**src/rtl/rob_scheduler.sv**
```systemverilog
// rob_scheduler: allocation and commit sequencer for an interleaved reorder buffer.
// The ROB is spread across CHANNELS FIFOs. Reorder IDs are {slot, channel}.
// Dispatch slots go to consecutive channels, starting at the tail channel.
// Commit retires in program order, starting at the head channel.
// An excepting commit is followed by a one-cycle FLUSH state that returns both pointers to 0.
module rob_scheduler #(
    parameter int CHANNELS   = 2,
    parameter int DEPTH      = 8,
    parameter int ISSUE_NUM  = 2,
    parameter int COMMIT_NUM = 2
) (
    input  logic                               clk,
    input  logic                               rst,
    input  logic                               flush,
    input  logic [ISSUE_NUM-1:0]               alloc_req,
    output logic                               alloc_ready,
    output logic [ISSUE_NUM*($clog2(CHANNELS)+$clog2(DEPTH))-1:0] alloc_id,
    input  logic [CHANNELS-1:0]                chan_full,
    input  logic [CHANNELS-1:0]                chan_empty,
    input  logic [CHANNELS-1:0]                chan_head_busy,
    input  logic [CHANNELS-1:0]                chan_head_ex,
    input  logic [CHANNELS*$clog2(DEPTH)-1:0]  chan_wptr,
    output logic [CHANNELS-1:0]                chan_push,
    output logic [CHANNELS-1:0]                chan_pop,
    input  logic                               commit_stall,
    output logic [COMMIT_NUM-1:0]              commit_valid,
    output logic [COMMIT_NUM*$clog2(CHANNELS)-1:0] commit_chan,
    output logic                               flush_o
);

    localparam int CW    = $clog2(CHANNELS);
    localparam int AW    = $clog2(DEPTH);
    localparam int RW    = CW + AW;
    localparam int CNT_W = CW + 1;

    typedef enum logic {
        RUN   = 1'b0,
        FLUSH = 1'b1
    } state_t;

    state_t            state_reg, state_next;
    logic [CW-1:0]     tail_ch_reg, tail_ch_next;
    logic [CW-1:0]     head_ch_reg, head_ch_next;
    logic              flush_o_reg, flush_o_next;

    // Normal operation is possible only in RUN, outside reset, with no flush pending.
    // Any of these conditions quiets every combinational grant.
    logic run_active;
    logic commit_en;

    assign run_active = !rst && !flush && (state_reg == RUN) && !flush_o_reg;
    assign commit_en  = run_active && !commit_stall;

    // Write pointer of each channel, unpacked from the flat input bus.
    logic [AW-1:0] wptr_arr [CHANNELS];

    for (genvar gi = 0; gi < CHANNELS; gi++) begin : g_wptr
        assign wptr_arr[gi] = chan_wptr[gi*AW +: AW];
    end

    // ------------------------------------------------------------------
    // Allocation: slot k targets channel tail+k, wrapping at CW bits.
    // ------------------------------------------------------------------
    logic [CW-1:0]        alloc_tgt [ISSUE_NUM];
    logic [ISSUE_NUM-1:0] slot_blocked;
    logic [CNT_W-1:0]     alloc_cnt;

    for (genvar gi = 0; gi < ISSUE_NUM; gi++) begin : g_alloc
        assign alloc_tgt[gi]            = tail_ch_reg + CW'(gi);
        assign slot_blocked[gi]         = alloc_req[gi] & chan_full[alloc_tgt[gi]];
        assign alloc_id[gi*RW +: RW]    = {wptr_arr[alloc_tgt[gi]], alloc_tgt[gi]};
    end

    // Grant is all-or-nothing: a single full target channel rejects the whole group.
    assign alloc_ready = run_active && !(|slot_blocked);

    // Decode the granted slots into per-channel pushes and count them for the tail advance.
    always_comb begin
        chan_push = '0;
        alloc_cnt = '0;
        if (alloc_ready) begin
            for (int k = 0; k < ISSUE_NUM; k++) begin
                if (alloc_req[k]) begin
                    chan_push[alloc_tgt[k]] = 1'b1;
                    alloc_cnt               = alloc_cnt + CNT_W'(1);
                end
            end
        end
    end

    // ------------------------------------------------------------------
    // Commit: slot k examines channel head+k, retiring in order.
    // ------------------------------------------------------------------
    logic [CW-1:0]         commit_src [COMMIT_NUM];
    logic [COMMIT_NUM-1:0] slot_ok;
    logic [COMMIT_NUM-1:0] slot_ex;
    logic [COMMIT_NUM-1:0] commit_vec;
    logic [CNT_W-1:0]      commit_cnt;
    logic                  except_commit;

    for (genvar gi = 0; gi < COMMIT_NUM; gi++) begin : g_commit
        assign commit_src[gi]            = head_ch_reg + CW'(gi);
        assign slot_ok[gi]               = commit_en & ~chan_empty[commit_src[gi]]
                                                     & ~chan_head_busy[commit_src[gi]];
        assign slot_ex[gi]               = chan_head_ex[commit_src[gi]];
        assign commit_chan[gi*CW +: CW]  = commit_src[gi];
    end

    // Slot 0 needs only a ready head.
    // Later slots need every earlier slot to commit, and no exception on either side of the link.
    // As a result, an excepting entry retires only in slot 0 and retires alone.
    assign commit_vec[0] = slot_ok[0];

    for (genvar gi = 1; gi < COMMIT_NUM; gi++) begin : g_chain
        assign commit_vec[gi] = commit_vec[gi-1] & slot_ok[gi] & ~slot_ex[gi-1] & ~slot_ex[gi];
    end

    assign commit_valid  = commit_vec;
    assign except_commit = commit_vec[0] & slot_ex[0];

    // Decode the retiring slots into per-channel pops and count them for the head advance.
    always_comb begin
        chan_pop   = '0;
        commit_cnt = '0;
        for (int k = 0; k < COMMIT_NUM; k++) begin
            if (commit_vec[k]) begin
                chan_pop[commit_src[k]] = 1'b1;
                commit_cnt              = commit_cnt + CNT_W'(1);
            end
        end
    end

    // ------------------------------------------------------------------
    // Sequencing FSM and pointer updates.
    // ------------------------------------------------------------------

    // Next-state logic.
    // The external flush overrides everything.
    // The FLUSH state lasts exactly one cycle, then parks both pointers at 0.
    always_comb begin
        state_next   = state_reg;
        tail_ch_next = tail_ch_reg;
        head_ch_next = head_ch_reg;
        flush_o_next = flush_o_reg;
        if (flush) begin
            state_next   = RUN;
            tail_ch_next = '0;
            head_ch_next = '0;
            flush_o_next = 1'b0;
        end else begin
            case (state_reg)
                RUN: begin
                    if (alloc_ready) begin
                        tail_ch_next = tail_ch_reg + alloc_cnt[CW-1:0];
                    end
                    head_ch_next = head_ch_reg + commit_cnt[CW-1:0];
                    if (except_commit) begin
                        state_next   = FLUSH;
                        flush_o_next = 1'b1;
                    end
                end
                FLUSH: begin
                    state_next   = RUN;
                    tail_ch_next = '0;
                    head_ch_next = '0;
                    flush_o_next = 1'b0;
                end
                default: begin
                    state_next   = RUN;
                    tail_ch_next = '0;
                    head_ch_next = '0;
                    flush_o_next = 1'b0;
                end
            endcase
        end
    end

    // State and pointer registers. Reset clears them immediately, without waiting for a clock edge.
    always_ff @(posedge clk or posedge rst) begin
        if (rst) begin
            state_reg   <= RUN;
            tail_ch_reg <= '0;
            head_ch_reg <= '0;
            flush_o_reg <= 1'b0;
        end else begin
            state_reg   <= state_next;
            tail_ch_reg <= tail_ch_next;
            head_ch_reg <= head_ch_next;
            flush_o_reg <= flush_o_next;
        end
    end

    assign flush_o = flush_o_reg;

endmodule
```
**config.mk**
```make
export PLATFORM = sky130hd
export DESIGN_NAME = rob_scheduler
export DESIGN_NICKNAME = d
export VERILOG_FILES = /design/src/rtl/rob_scheduler.sv
export SDC_FILE = /design/constraint.sdc
export NUM_CORES = 1
export LEC_CHECK = 0
export CORE_MARGIN = 5
export CORE_UTILIZATION = 34
export CTS_CLUSTER_DIAMETER = 30
export DETAILED_ROUTE_END_ITERATION = 8
export PLACE_DENSITY = 0.82
export RECOVER_POWER = 25
export SYNTH_ARGS = -nofsm -noshare
export SYNTH_HDL_FRONTEND = slang
export SYNTH_SLANG_ARGS = --single-unit
```
**constraint.sdc**
```tcl
create_clock -name clk -period 2.94 [get_ports clk]
set_clock_uncertainty 0.2 [all_clocks]
set_input_delay 0.294 -clock clk [delete_from_list [all_inputs] [get_ports clk]]
set_output_delay 0.294 -clock clk [all_outputs]
set_load 0.02 [all_outputs]
```
==> metrics.txt <==
# TYPE chip_impl_metric gauge
chip_impl_info{name="cp_class",value="input pin to output pin"} 1
chip_impl_metric{name="worst_reg2reg_path_depth",unit=""} 3
chip_impl_metric{name="final_period_minus_worst_setup_slack",unit="ps"} 2760
chip_impl_info{name="end_kind",value="output pin"} 1
chip_impl_metric{name="dieArea",unit="µm²"} 2270
chip_impl_info{name="synth.top_cells.by_count",value="mux2_2, nand2_1, nor3_1"} 1
chip_impl_metric{name="dpl.hpwl",unit="µm"} 1310
chip_impl_metric{name="route.detailed.wl_per_inst",unit="µm"} 14.1
chip_impl_info{name="topRoutingLayerUsed",value="met3"} 1
chip_impl_info{name="status",value="finished clean"} 1
chip_impl_metric{name="post-place-cells",unit=""} 111
chip_impl_metric{name="leakagePower",unit="nW"} 0.360
chip_impl_info{name="crit_family",value="buffers and inverters"} 1
chip_impl_metric{name="clock_sinks",unit=""} 4
chip_impl_metric{name="area_growth_syn_to_layout",unit="%"} 84.7
chip_impl_metric{name="grt_remaining_overflow",unit=""} 0
chip_impl_info{name="grt_setup_unrepaired",value="false"} 1
chip_impl_metric{name="number_of_clock_buffers_inserted_by_tritoncts",unit=""} 3
chip_impl_metric{name="max-cap-violations",unit=""} 0
chip_impl_metric{name="antenna_cells_inserted",unit=""} 0
chip_impl_info{name="yosysTopAreaCell",value="dfrtp_1"} 1
chip_impl_metric{name="insertion_delay",unit="ps"} 230
chip_impl_info{name="tritoncts",value="built"} 1
chip_impl_metric{name="critical_path_depth",unit=""} 5
chip_impl_metric{name="cts.clk_slew.worst_paths",unit="ps"} 40
chip_impl_metric{name="worst_ir_drop_vdd",unit="µV"} 158
chip_impl_metric{name="io_pins",unit=""} 38
chip_impl_metric{name="ant_nets",unit=""} 0
chip_impl_metric{name="numPortBuffers",unit=""} 37
chip_impl_metric{name="gr-usage-all-layers",unit=""} 0.149
chip_impl_metric{name="wl_met1",unit="µm"} 692
chip_impl_metric{name="wire_length_of_the_first_global_routing_pass",unit="µm"} 2400
chip_impl_metric{name="tns",unit="ps"} 0
chip_impl_metric{name="synth_cells",unit=""} 61
chip_impl_metric{name="vias",unit=""} 604
chip_impl_metric{name="grt_max_degree",unit=""} 15
chip_impl_metric{name="yosys_warnings",unit=""} 0
chip_impl_metric{name="critPathRequiredTime",unit="ps"} 2450
chip_impl_metric{name="start_util",unit=""} 0.366
chip_impl_info{name="startpoint_type",value="input pin"} 1
chip_impl_metric{name="stdcell_count",unit=""} 114
chip_impl_metric{name="die_w",unit="µm"} 47.6
chip_impl_metric{name="drtIter0Drc",unit=""} 15
chip_impl_info{name="clockRootBuffer",value="clkbuf_4"} 1
chip_impl_metric{name="min_period_over_period",unit=""} 0.938
chip_impl_metric{name="power_density",unit="nW/µm²"} 251
chip_impl_info{name="synth.most_common_cell",value="mux2_2"} 1
chip_impl_metric{name="clockBufferDepth",unit=""} 2
chip_impl_info{name="critical_path.most_common_cell",value="clkdlybuf4s50_1"} 1
chip_impl_metric{name="antenna_violations_before_repair",unit=""} 0
chip_impl_metric{name="post-route-drc-count",unit=""} 0
chip_impl_metric{name="routed-wl-met3",unit="µm"} 81
chip_impl_metric{name="grt_pass1_vias",unit=""} 544
chip_impl_metric{name="post-synth-top-area-fraction",unit=""} 0.208
chip_impl_metric{name="post_synth.cell_area_avg",unit="µm²"} 7.90
chip_impl_metric{name="achievable-frequency",unit="MHz"} 363
chip_impl_info{name="synthTopCellsByArea",value="dfrtp_1, mux2_2, nor3_1, nand2_1, nor3b_1"} 1
chip_impl_metric{name="worst-path-max-fanout",unit=""} 5
chip_impl_metric{name="synth_enable_flop_cells",unit=""} 0
chip_impl_info{name="timing.critical_path.cells",value="clkdlybuf4s50_1 > or4_1 > buf_4 > nor3_1 > clkdlybuf4s50_1"} 1
chip_impl_metric{name="synth_area",unit="µm²"} 482
chip_impl_info{name="min-delay-path-class",value="input pin to asynchronous set/reset pin"} 1
chip_impl_metric{name="fin_nets",unit=""} 121
chip_impl_metric{name="synth.net_count",unit=""} 81
chip_impl_metric{name="h-tree-depth",unit=""} 1
chip_impl_metric{name="met2_wirelength",unit="µm"} 836
chip_impl_metric{name="report.final.hold_viol_count",unit=""} 0
chip_impl_metric{name="finalSetupViolCount",unit=""} 0
chip_impl_metric{name="timing.critical_path.arrival",unit="ps"} 2260
chip_impl_metric{name="die_h",unit="µm"} 47.6
chip_impl_metric{name="layout-drive-gt1-share",unit=""} 0.172
chip_impl_metric{name="ys_seq_area_frac",unit=""} 0.208
chip_impl_metric{name="fp.coreArea",unit="µm²"} 1320
chip_impl_metric{name="worst_slew_margin_rel",unit=""} 0.709
chip_impl_metric{name="worstMarginPinSlew",unit="ps"} 425
chip_impl_metric{name="post_synth_cell_types",unit=""} 27
chip_impl_metric{name="drt_wl_total",unit="µm"} 1610
chip_impl_metric{name="synth_seq_cells",unit=""} 4
chip_impl_metric{name="cp_num_buf_inv",unit=""} 3
chip_impl_metric{name="synth_async_sr_flop_share",unit=""} 1.00
chip_impl_metric{name="drt_first_pass_iters",unit=""} 5
chip_impl_metric{name="number_of_placement_rows",unit=""} 13
chip_impl_metric{name="power",unit="W"} 0.000223
chip_impl_metric{name="crit_path_max_incr_delay",unit="ps"} 640
chip_impl_info{name="yosys_most_used_dff",value="dfrtp_1"} 1
chip_impl_info{name="critical_path.slowest_cell",value="clkdlybuf4s50_1"} 1
chip_impl_metric{name="drv_slew",unit=""} 0
chip_impl_metric{name="place_congestion",unit=""} 0.801
chip_impl_metric{name="viasPerCell",unit=""} 5.30
[metrics by stage]
stage / setup WS (ps) / hold slack, ps / cell area [µm²] / utilization
global route: 131 / 197 / 890 / 0.675
detailed placement: -9.04 / 295 / 870 / 0.660
CTS: 11.5 / 183 / 891 / 0.676
floorplan: 537 / -140 / 482 / -
global placement: 27.8 / 282 / 870 / 0.660
finish: 183 / 188 / 890 / 0.675
[layout make-up]
class	count	area [µm²]
Clock buffer	3	22.5
Timing Repair Buffer	41	398
Multi-Input combinational cell	47	335
Tap cell	15	18.8
Fill cell	107	428
Sequential cell	4	100
Inverter	4	15.0
[cells in the final DEF, fill, tap and decap left out]
| cell type | count |
|---|---|
| or3b_2 | 2 |
| nor2b_1 | 2 |
| o21ai_0 | 1 |
| mux2_2 | 7 |
| or4_1 | 3 |
| nor4_1 | 1 |
| nor3_1 | 5 |
| buf_4 | 2 |
| inv_1 | 4 |
| dfrtp_1 | 4 |
| clkbuf_1 | 1 |
| a211oi_1 | 1 |
| o2111a_1 | 1 |
| a32oi_1 | 2 |
| dlygate4sd2_1 | 1 |
| or4_4 | 1 |
| a31oi_1 | 1 |
| a2111oi_0 | 1 |
| a21oi_1 | 2 |
| a221oi_1 | 1 |
| clkbuf_4 | 4 |
| nand2_1 | 6 |
| a21o_2 | 1 |
| nor2_1 | 4 |
| dlymetal6s2s_1 | 1 |
| clkdlybuf4s50_1 | 35 |
| o221a_1 | 1 |
| nor3b_1 | 3 |
| and3_1 | 1 |
[what timing repair did]
item | in CTS | in global routing
gates resized for setup | 1 | 1
buffers inserted | 0 | 0
endpoints found under the setup margin | 1 | 1
hold buffers | 0 | 0
[where the power goes]
group,internal [W],switching (W)
Combinational,0.0000562,0.0000414
Sequential,0.0000566,0.00000312
Clock,0.0000455,0.0000206
Total,0.000158,0.0000650
[per-layer routing]
layer | GRT usage | vias to the layer above
met3 | 0.0226 | 0
met2 | 0.281 | 16
li1 | - | 310
met1 | 0.170 | 278
met4 | 0.0430 | 0
met5 | 0 | -
[worst register-to-register path: cells and delay by family (launching register included)]
kind,cells,cell delay (ps)
flip-flops,1,400
AND/OR/NAND/NOR,2,1030
AO/OA/AOI/OAI,1,230
[final timing paths]
kind / from / end / slack, ps
setup / recovery: rst / chan_push[0] / 180
hold / removal: rst / tail_ch_reg / 190
setup reg to reg: flush_o / head_ch_reg / 970
hold reg to reg: state_reg / tail_ch_reg / 310
max in group asynchronous: rst / state_reg / 2200
min in group clk: state_reg / tail_ch_reg / 310
[logic make-up (layout without fill, tap and decap cells)]
kind of cell / after synthesis / after routing / share of synthesized area
flops: 4 / 4 / 0.208
compound gates: 12 / 12 / 0.197
simple gates: 28 / 28 / 0.335
mux: 7 / 7 / 0.164
buf+inv: 10 / 48 / 0.0961
Note: power is estimated with default switching activity, not from simulation.
